$ cat config.mk
export PLATFORM = sky130hd
export DESIGN_NAME = sram_like_arbiter
export DESIGN_NICKNAME = d
export VERILOG_FILES = /design/src/rtl/sram_like_arbiter.sv
export SDC_FILE = /design/constraint.sdc
export NUM_CORES = 1
export LEC_CHECK = 0
export ABC_AREA = 1
export BUFFER_PORTS_ARGS = -buffer_cell sky130_fd_sc_hd__buf_2
export CELL_PAD_IN_SITES_DETAIL_PLACEMENT = 1
export CELL_PAD_IN_SITES_GLOBAL_PLACEMENT = 2
export CORE_AREA = 2 2 142 144
export CTS_CLUSTER_DIAMETER = 60
export DETAILED_ROUTE_END_ITERATION = 10
export DIE_AREA = 0 0 144 146
export GPL_TIMING_DRIVEN = 0
export PLACE_DENSITY_LB_ADDON = 0.1
export SLEW_MARGIN = 25
export SYNTH_ARGS = -nofsm -noshare
export SYNTH_HDL_FRONTEND = slang
export SYNTH_SLANG_ARGS = --single-unit
$ cat constraint.sdc
create_clock -name clk -period 2.32 [get_ports clk]
set_input_delay 0.464 -clock clk [delete_from_list [all_inputs] [get_ports clk]]
set_output_delay 0.464 -clock clk [all_outputs]
set_load 0.02 [all_outputs]
$ cat src/rtl/sram_like_arbiter.sv
// sram_like_arbiter: shares one SRAM-like bus between the IF and EXE/MEM ports.
// The address channel is granted combinationally (data over inst, or to the
// locked owner of a stalled request) and an in-order owner FIFO steers each
// returning data_ok/rdata beat back to the port that issued it.
module sram_like_arbiter #(
  parameter int unsigned MAX_OUTSTANDING = 2,
  parameter int unsigned CNT_W           = 3
) (
  input  logic              clk,
  input  logic              resetn,
  // IF port
  input  logic              inst_sram_req,
  input  logic              inst_sram_wr,
  input  logic [1:0]        inst_sram_size,
  input  logic [3:0]        inst_sram_wstrb,
  input  logic [31:0]       inst_sram_addr,
  input  logic [31:0]       inst_sram_wdata,
  output logic              inst_sram_addr_ok,
  output logic              inst_sram_data_ok,
  output logic [31:0]       inst_sram_rdata,
  // EXE/MEM port
  input  logic              data_sram_req,
  input  logic              data_sram_wr,
  input  logic [1:0]        data_sram_size,
  input  logic [3:0]        data_sram_wstrb,
  input  logic [31:0]       data_sram_addr,
  input  logic [31:0]       data_sram_wdata,
  output logic              data_sram_addr_ok,
  output logic              data_sram_data_ok,
  output logic [31:0]       data_sram_rdata,
  // shared bus
  output logic              sram_req,
  output logic              sram_wr,
  output logic [1:0]        sram_size,
  output logic [3:0]        sram_wstrb,
  output logic [31:0]       sram_addr,
  output logic [31:0]       sram_wdata,
  input  logic              sram_addr_ok,
  input  logic              sram_data_ok,
  input  logic [31:0]       sram_rdata,
  // status
  output logic [CNT_W-1:0]  outstanding,
  output logic              err_unexp_rsp
);

  localparam int unsigned PTR_W = (MAX_OUTSTANDING > 1) ? $clog2(MAX_OUTSTANDING) : 1;
  localparam logic        SEL_INST = 1'b0;
  localparam logic        SEL_DATA = 1'b1;

  logic                       r_lock;
  logic                       r_locked_sel;
  logic [MAX_OUTSTANDING-1:0] r_owner;
  logic [PTR_W-1:0]           r_wptr;
  logic [PTR_W-1:0]           r_rptr;
  logic [CNT_W-1:0]           r_count;
  logic                       r_err;

  logic w_full;
  logic w_empty;
  logic w_sel;
  logic w_req;
  logic w_push;
  logic w_pop;
  logic w_head;

  // Owner FIFO pointers wrap at MAX_OUTSTANDING, which need not be a power of two.
  function automatic logic [PTR_W-1:0] ptr_inc(input logic [PTR_W-1:0] p);
    return (p == PTR_W'(MAX_OUTSTANDING - 1)) ? '0 : p + PTR_W'(1);
  endfunction

  // Grant, occupancy and handshake decode.
  always_comb begin
    w_full  = (r_count == CNT_W'(MAX_OUTSTANDING));
    w_empty = (r_count == '0);
    w_sel   = r_lock ? r_locked_sel : (data_sram_req ? SEL_DATA : SEL_INST);
    // Full is judged on the registered count, so a same-cycle pop cannot
    // re-open the request channel until the next cycle.
    w_req   = (inst_sram_req | data_sram_req) & ~w_full;
    w_push  = w_req & sram_addr_ok;
    w_pop   = sram_data_ok & ~w_empty;
    w_head  = r_owner[r_rptr];
  end

  // Shared-bus mux and per-port steering; handshakes are held low in reset.
  always_comb begin
    sram_req          = w_req & resetn;
    sram_wr           = (w_sel == SEL_DATA) ? data_sram_wr    : inst_sram_wr;
    sram_size         = (w_sel == SEL_DATA) ? data_sram_size  : inst_sram_size;
    sram_wstrb        = (w_sel == SEL_DATA) ? data_sram_wstrb : inst_sram_wstrb;
    sram_addr         = (w_sel == SEL_DATA) ? data_sram_addr  : inst_sram_addr;
    sram_wdata        = (w_sel == SEL_DATA) ? data_sram_wdata : inst_sram_wdata;
    inst_sram_addr_ok = sram_addr_ok & sram_req & (w_sel == SEL_INST);
    data_sram_addr_ok = sram_addr_ok & sram_req & (w_sel == SEL_DATA);
    inst_sram_data_ok = w_pop & resetn & (w_head == SEL_INST);
    data_sram_data_ok = w_pop & resetn & (w_head == SEL_DATA);
    inst_sram_rdata   = sram_rdata;
    data_sram_rdata   = sram_rdata;
    outstanding       = r_count;
    err_unexp_rsp     = r_err;
  end

  // Grant lock: a stalled request keeps the bus until its addr_ok.
  always_ff @(posedge clk or negedge resetn) begin
    if (!resetn) begin
      r_lock       <= 1'b0;
      r_locked_sel <= SEL_INST;
    end else if (w_req && !sram_addr_ok) begin
      r_lock       <= 1'b1;
      r_locked_sel <= w_sel;
    end else if (w_push) begin
      r_lock       <= 1'b0;
    end
  end

  // Owner FIFO: push the granted port on accept, pop the head on response.
  always_ff @(posedge clk or negedge resetn) begin
    if (!resetn) begin
      r_owner <= '0;
      r_wptr  <= '0;
      r_rptr  <= '0;
    end else begin
      if (w_push) begin
        r_owner[r_wptr] <= w_sel;
        r_wptr          <= ptr_inc(r_wptr);
      end
      if (w_pop) begin
        r_rptr <= ptr_inc(r_rptr);
      end
    end
  end

  // Occupancy counter: unchanged when push and pop coincide.
  always_ff @(posedge clk or negedge resetn) begin
    if (!resetn) begin
      r_count <= '0;
    end else begin
      case ({w_push, w_pop})
        2'b10:   r_count <= r_count + CNT_W'(1);
        2'b01:   r_count <= r_count - CNT_W'(1);
        default: r_count <= r_count;
      endcase
    end
  end

  // Sticky flag for a response arriving with nothing outstanding.
  always_ff @(posedge clk or negedge resetn) begin
    if (!resetn) begin
      r_err <= 1'b0;
    end else if (sram_data_ok && w_empty) begin
      r_err <= 1'b1;
    end
  end

endmodule
==> results of run 1 <==
==> power by group through the flow <==
stage	sequential (mW)	clock (mW)	combinational, mW
finish	0.322	0.343	2.44
global route	0.332	0.368	2.72
CTS	0.324	0.358	2.50
detailed placement	0.326	0	2.49
global placement	0.325	0	2.47
floorplan	0.346	0	1.55
==> synth_stat cells <==
master | number | area share, %
a21oi_4 | 1 | 0.85
o21ai_0 | 2 | 0.52
xor2_1 | 1 | 0.46
nand4_1 | 4 | 1.3
nor3_1 | 3 | 0.78
dfrtp_1 | 10 | 13
buf_2 | 5 | 1.3
o21ai_2 | 1 | 0.46
nor3b_1 | 1 | 0.39
nand3_1 | 1 | 0.26
nor2_2 | 1 | 0.33
nand2_1 | 231 | 45
inv_1 | 11 | 2.2
fa_1 | 1 | 1.0
a21oi_1 | 2 | 0.52
ha_1 | 1 | 0.65
inv_2 | 1 | 0.20
buf_4 | 70 | 27
o21bai_1 | 1 | 0.39
or2_2 | 2 | 0.65
clkbuf_1 | 4 | 0.78
nor2_1 | 2 | 0.39
xnor2_1 | 2 | 0.91
==> sequential cells by signal (all words and copies together), names as in the netlist <==
| register | flops |
|---|---|
| outstanding | 3 |
| r_lock | 1 |
| r_locked_sel | 1 |
| r_rptr | 1 |
| r_wptr | 1 |
| r_owner | 2 |
| err_unexp_rsp | 1 |
==> per-stage QoR <==
step / std cells / power, mW / util [%] / setup slack (ps)
6_report: 918 / 3.100 / 19.65 / 216.2
5_1_grt: 918 / 3.421 / 19.65 / 47.57
4_1_cts: 918 / 3.185 / 19.63 / 9.829
3_5_place_dp: 914 / 2.814 / 19.17 / 78.76
3_3_place_gp: 914 / 2.798 / 19.17 / 113.4
2_1_floorplan: 358 / 1.898 / - / 309.2
==> what timing repair did <==
action | 4_1_cts | 5_1_grt
endpoints found under the hold margin | 0 | 0
buffers inserted | 0 | 0
setup endpoints to repair | 1 | 29
pin swaps | 0 | 0
resized for setup | 1 | 6
hold buffers | 0 | 0
==> how the worst max path moves through the flow <==
| stage | to | slack [ps] | cells past startpoint |
|---|---|---|---|
| after global placement | outstanding[2] | 110 | 10 |
| after floorplan | outstanding[2] | 310 | 9 |
| after detailed placement | outstanding[2] | 80 | 10 |
| after CTS | sram_wdata[6] | 10 | 7 |
| after global routing | outstanding[2] | 50 | 9 |
| final | outstanding[2] | 220 | 9 |
==> layer usage <==
layer	share of wire, %	GRT usage, %
met5	0	0
met1	36	10.07
met4	2.1	2.794
met2	50	17.71
met3	11	2.106
==> worst register-to-register path: stages (launching register included) <==
cell	delay, ps
dfrtp_1	400
nor2_2	260
a21oi_4	120
nand2_1	150
ha_1	160
inv_1	60
fa_1	380
or2_2	300
nand2_1	80
xnor2_1	110
==> kinds of logic after synthesis <==
| logic type | after synthesis | synth area share (%) |
|---|---|---|
| simple gates | 245 | 49.31 |
| buf+inv | 91 | 31.83 |
| flops | 10 | 13.05 |
| compound gates | 7 | 2.740 |
| xor+xnor | 3 | 1.370 |
| fa+ha+maj | 2 | 1.696 |
==> layout make-up <==
type / instances / share of cell area (%)
Buffer: 79 / 15.01
Clock buffer: 4 / 2.338
Inverter: 12 / 1.185
Multi-Input combinational cell: 257 / 27.82
Sequential cell: 10 / 6.585
Tap cell: 265 / 8.726
Timing Repair Buffer: 291 / 38.33
==> results.md, run 1 <==
* Critical Setup Path Class: register to register
* Final WL at around 11000 um
* CTS tree: built
* Leak Pwr at roughly 2.5 nW
* Slew Limit Fails at 0
* Max IR drop VDD at roughly 0.20 mV
* Bufs on Longest Clock Path at 2
* FP Rows at 51
* RSZ-0062 raised after global routing: false
* Worst R2R End: outstanding[2]
* First-pass GRT wire length at about 16000 um
* Worst R2R Start: outstanding[2]
* Die ar. at roughly 0.021 mm2
* CP Launch Point: outstanding[2]
* Mapped cell area at approximately 0.0019 mm2
* Reg2reg setup slack at 220 ps
* DRC viols at 0
* Nets at around 840
* PortBufs at around 290
* Via count at 3109
* Die height at about 150 um
* Setup TNS at 0 ps
* CTS Root Cell: clkbuf_16
* Total CTS buffers at 3
* Vias in the first global route at around 3000
* Critical Path Max Stage Delay at roughly 400 ps
* Final min period at 2104 ps
* Critical-path top delay cell: dfrtp_1
* Worst path arrival time at ~2300 ps
* Worst-path clk slew at 40 ps
* Layout Skew at approximately 3.3 ps
* DR iter-0 viols at between 50 and 60
* Num Clock Sinks at 10
* CTS HTree Levels at 1
* Sequential fraction of the synthesis area at around an eighth
* Post-Syn Area per Cell at 5.358 um2
* Largest net degree at the start of global routing at 12
* Gr usage total at 9.314%
* # diodes at 0
* WP data required at roughly 2500 ps
* Pre-antenna DRT Iters at 4
* Status: complete, no violations
* Wire per inst at approximately 12 um
* Comb power frac at 78.6%
* Most frequent cells in the layout: buf_2, nand2_1, buf_4, inv_1, dfrtp_1
* Commonest non-fill, non-tap cell in the layout: buf_2
* Critical path peak fanout at 6
* Critical path buffers and inverters at 1
* Slew @ Worst Pin at 276.3 ps
* Cell family with most CP delay: simple AND/OR/NAND/NOR gates
* Reg2reg path depth at 9
* Final Wtd Congestion at approximately 0.72
* Hpwl dp at about 9500 um
* Hold Fails Final Rpt at 0
* Tcrit/Tclk final at 90.68%
* NetSw at between 1.5 and 2 mW
* Fmax at between 400 and 500 MHz
* Core area at 0.01933 mm2
* Total gr overflow at 0
* Crit-path cells: nor2_2, a21oi_4, nand2_1, ha_1, inv_1, fa_1, or2_2, nand2_1, xnor2_1
* Switching share of power at about 56%
* Design Area, Final at 0.003800 mm2
* Syn-to-layout area delta at 98.11%
* Net Count, Synth at 540
* Warnings from Yosys at 0
* Critical path's most frequent cell: nand2_1
* PD cells at around 800 mW/mm2
* Register Area at roughly 250 um2
* Share of layout cells above drive strength 1 at ~58%
* Synth unique cells at 23
* Total internal power at about 1.4 mW
* Yosys reg bits at 10
* Crit start category: register
* Cell Area, Placed at 0.003706 mm2
* Seq pwr share at 10.4%
* Setup violators final at 0
* Starting Density at under 10%
* Multi-input logic area at 0.001057 mm2
* Io pins at between 300 and 400
* Clock latency on the worst-skew pair at roughly 240 ps
* Antenna violations before repair at 0
* Max-slew headroom at 81.51%
* Post-synthesis instance total at between 300 and 400
* Hold slack at 99.90 ps
* CP Capture Type: register
* Fill cells at 2559
* Post-DRT Antenna Nets at 0
* Clock network power share at 11.1%
* Hold/Removal Path Class: input pin to async pin
* Die Span X at approximately 140 um
* MaxCap Viol Count at 0
* Via density at between 3 and 4
Note: power is estimated with default switching activity, not from simulation.
==> run 2: changes to the inputs <==
--- a/config.mk
+++ b/config.mk
@@ -14,7 +14,7 @@
 export DETAILED_ROUTE_END_ITERATION = 10
 export DIE_AREA = 0 0 144 146
 export GPL_TIMING_DRIVEN = 0
-export PLACE_DENSITY_LB_ADDON = 0.1
+export PLACE_DENSITY_LB_ADDON = 0.12
 export SLEW_MARGIN = 25
 export SYNTH_ARGS = -nofsm -noshare
 export SYNTH_HDL_FRONTEND = slang
==> constraint.sdc (replaced) <==
create_clock -name clk -period 2.2 [get_ports clk]
set_input_delay 0.44 -clock clk [delete_from_list [all_inputs] [get_ports clk]]
set_output_delay 0.44 -clock clk [all_outputs]
set_load 0.02 [all_outputs]
==> results.md, run 2 (synthesis gave the netlist of run 1 again) <==
* Status: complete, no violations
* Gr usage total at 9.845% (+0.53 points)
* PD cells at 866.0 mW/mm2 (+6.2%)
* Switching share of power at 56.15% (about the same)
* Reg2reg path depth at 9 (unchanged)
* Critical Path Max Stage Delay at 420 ps (+20 ps)
* Max reg flops at 3 (unchanged)
* Cell family with most CP delay: buffers and inverters
* Reg2reg setup slack at 210 ps (about the same)
* CTS tree: built
* Fmax at 491.1 MHz
* Hold slack at 69.10 ps (-30.80 ps)
* Pre-antenna DRT Iters at 4 (unchanged)
* Met1 usage at 9.976% (-0.097 points)
* Leak Pwr at 2.491 nW (+0.19%)
* Max-slew headroom at 80.34% (-1.2 points)
* CP Capture Type: output pin
* Die ar. at 0.02102 mm2 (unchanged)
* Met2 Track Usage GR at 19.74% (+2.0 points)
* DRC viols at 0 (unchanged)
* Syn-to-layout area delta at 99.74%
* Die Span X at 144 um (unchanged)
* WP data required at 1760 ps (-720 ps)
* PortBufs at 291 (unchanged)
* Seq pwr share at 10.5% (about the same)
* Setup bufs post-CTS at 0 (unchanged)
* Starting Density at 9.920% (unchanged)
* Via density at 3.398 (+0.33%)
* Levels on crit path at 6 (-3)
* Num Clock Sinks at 10 (unchanged)
* Final WL at 11290 um (+3.3%)
* Post-DRT Antenna Nets at 0 (unchanged)
* Critical Path End: sram_addr[26]
* Hold Fails Final Rpt at 0 (unchanged)
* Total internal power at 1.455 mW (+7.0%)
* Total CTS buffers at 3 (unchanged)
* Tcrit/Tclk final at 92.55%
* RSZ-0062 raised after global routing: false
* Total gr overflow at 0 (unchanged)
* Clock latency on the worst-skew pair at 240 ps (about the same)
* Critical path peak fanout at 10 (+4)
* Core area at 0.01933 mm2 (unchanged)
* Final Wtd Congestion at 0.7216 (+0.66%)
* Share of layout cells above drive strength 1 at 58.35% (+0.15 points)
* CTS Root Cell: clkbuf_16
* MaxCap Viol Count at 0 (unchanged)
* Largest net degree at the start of global routing at 12 (unchanged)
* Gr busiest metal: met2
* Fill cells at 2571 (+0.47%)
* GRT met3 Usage at 2.435% (+0.33 points)
* Antenna violations before repair at 2 (+2)
* First-pass GRT wire length at 16570 um (+4.9%)
* Critical path buffers and inverters at 3 (+2)
* Setup violators final at 0 (unchanged)
* Via count at 3126 (+0.55%)
* NetSw at 1.863 mW (+7.1%)
* Clock network power share at 11.3% (+0.2 points)
* Worst path arrival time at 1600 ps (-660 ps)
* Vias in the first global route at 3194 (+4.5%)
* DR iter-0 viols at 33 (-43%)
* Nets at 836 (unchanged)
* Worst R2R Start: outstanding[2]
* Multi-input logic area at 0.001072 mm2 (+1.4%)
* CTS HTree Levels at 1 (unchanged)
* CTS Hold Bufs at 0 (unchanged)
* Critical-path top delay cell: dfrtp_1
* Register Area at 250.2 um2 (unchanged)
* FP Rows at 51 (unchanged)
* Max IR drop VDD at 0.2185 mV (+9.8%)
* Layout Skew at 0.6559 ps (-2.666 ps)
* Die height at 146 um (unchanged)
* CP Launch Point: r_lock
* Hpwl dp at 10040 um (+5.4%)
* Commonest non-fill, non-tap cell in the layout: buf_2
* Comb power frac at 78.1% (-0.5 points)
* Wire per inst at 12.27 um (+3.1%)
* Bufs on Longest Clock Path at 2 (unchanged)
* Dpl ws at -67.26 ps (-146.0 ps)
* Crit-path cells: o21ai_4, buf_6, buf_4, nand2_1, nand2_1, buf_2
* Crit start category: register
* Final worst slack at 164.0 ps (-52.23 ps)
* Worst R2R End: outstanding[2]
* Hold/Removal Path Class: input pin to async pin
* Worst-path clk slew at 40 ps (about the same)
* Most frequent cells in the layout: buf_2, nand2_1, buf_4, inv_1, dfrtp_1
* Critical path's most frequent cell: nand2_1
* Io pins at 324 (unchanged)
* Final min period at between 2000 and 2500 ps
* Slew @ Worst Pin at 293.9 ps (+17.54 ps)
* Critical Setup Path Class: register to output pin
* Slew Limit Fails at 0 (unchanged)
[run 2: timing repair]
item | 4_1_cts | 5_1_grt
pin swaps | 0 | 0
resized for setup | 4 | 9
setup endpoints to repair | 32 | 54
[run 2: cell type report]
type | instances | share of cell area (%)
clock buffer | 4 | 2.319
sequential | 10 | 6.532
antenna | 2 | 0.1306
tap | 265 | 8.654
timing repair buffer | 291 | 38.01
buffer | 79 | 15.12
multi-input combinational | 257 | 27.99
inverter | 12 | 1.241
[run 2: worst min path at each step]
stage / to / slack, ps
3_3_place_gp: err_unexp_rsp / 320
2_1_floorplan: err_unexp_rsp / 140
4_1_cts: err_unexp_rsp / 80
5_1_grt: err_unexp_rsp / 90
3_5_place_dp: err_unexp_rsp / 330
6_report: r_owner[1] / 70
[run 2: power groups by stage]
stage	Clock (mW)	Combinational [mW]	Sequential, mW
final	0.376	2.59	0.350
after global routing	0.399	2.90	0.365
after CTS	0.383	2.66	0.344
after detailed placement	0	2.64	0.347
after global placement	0	2.63	0.343
after floorplan	0	1.64	0.365
[run 2: through the flow]
stage                     util, %  area, um2  instances  total power, mW  setup TNS [ps]
after floorplan                 -       1918        358            2.001               0
after global placement      19.17       3706        914            2.971          -28.58
after detailed placement    19.17       3706        914            2.989          -67.26
after CTS                   19.65       3800        918            3.384               0
after global routing        19.81       3831        920            3.661               0
final                       19.81       3831        920            3.318               0
[run 2: layer usage]
layer,vias to the layer above,wire (um)
met1,1340,3908
met3,5,1260
li1,1599,-
met2,182,6043
met5,-,0
met4,0,73
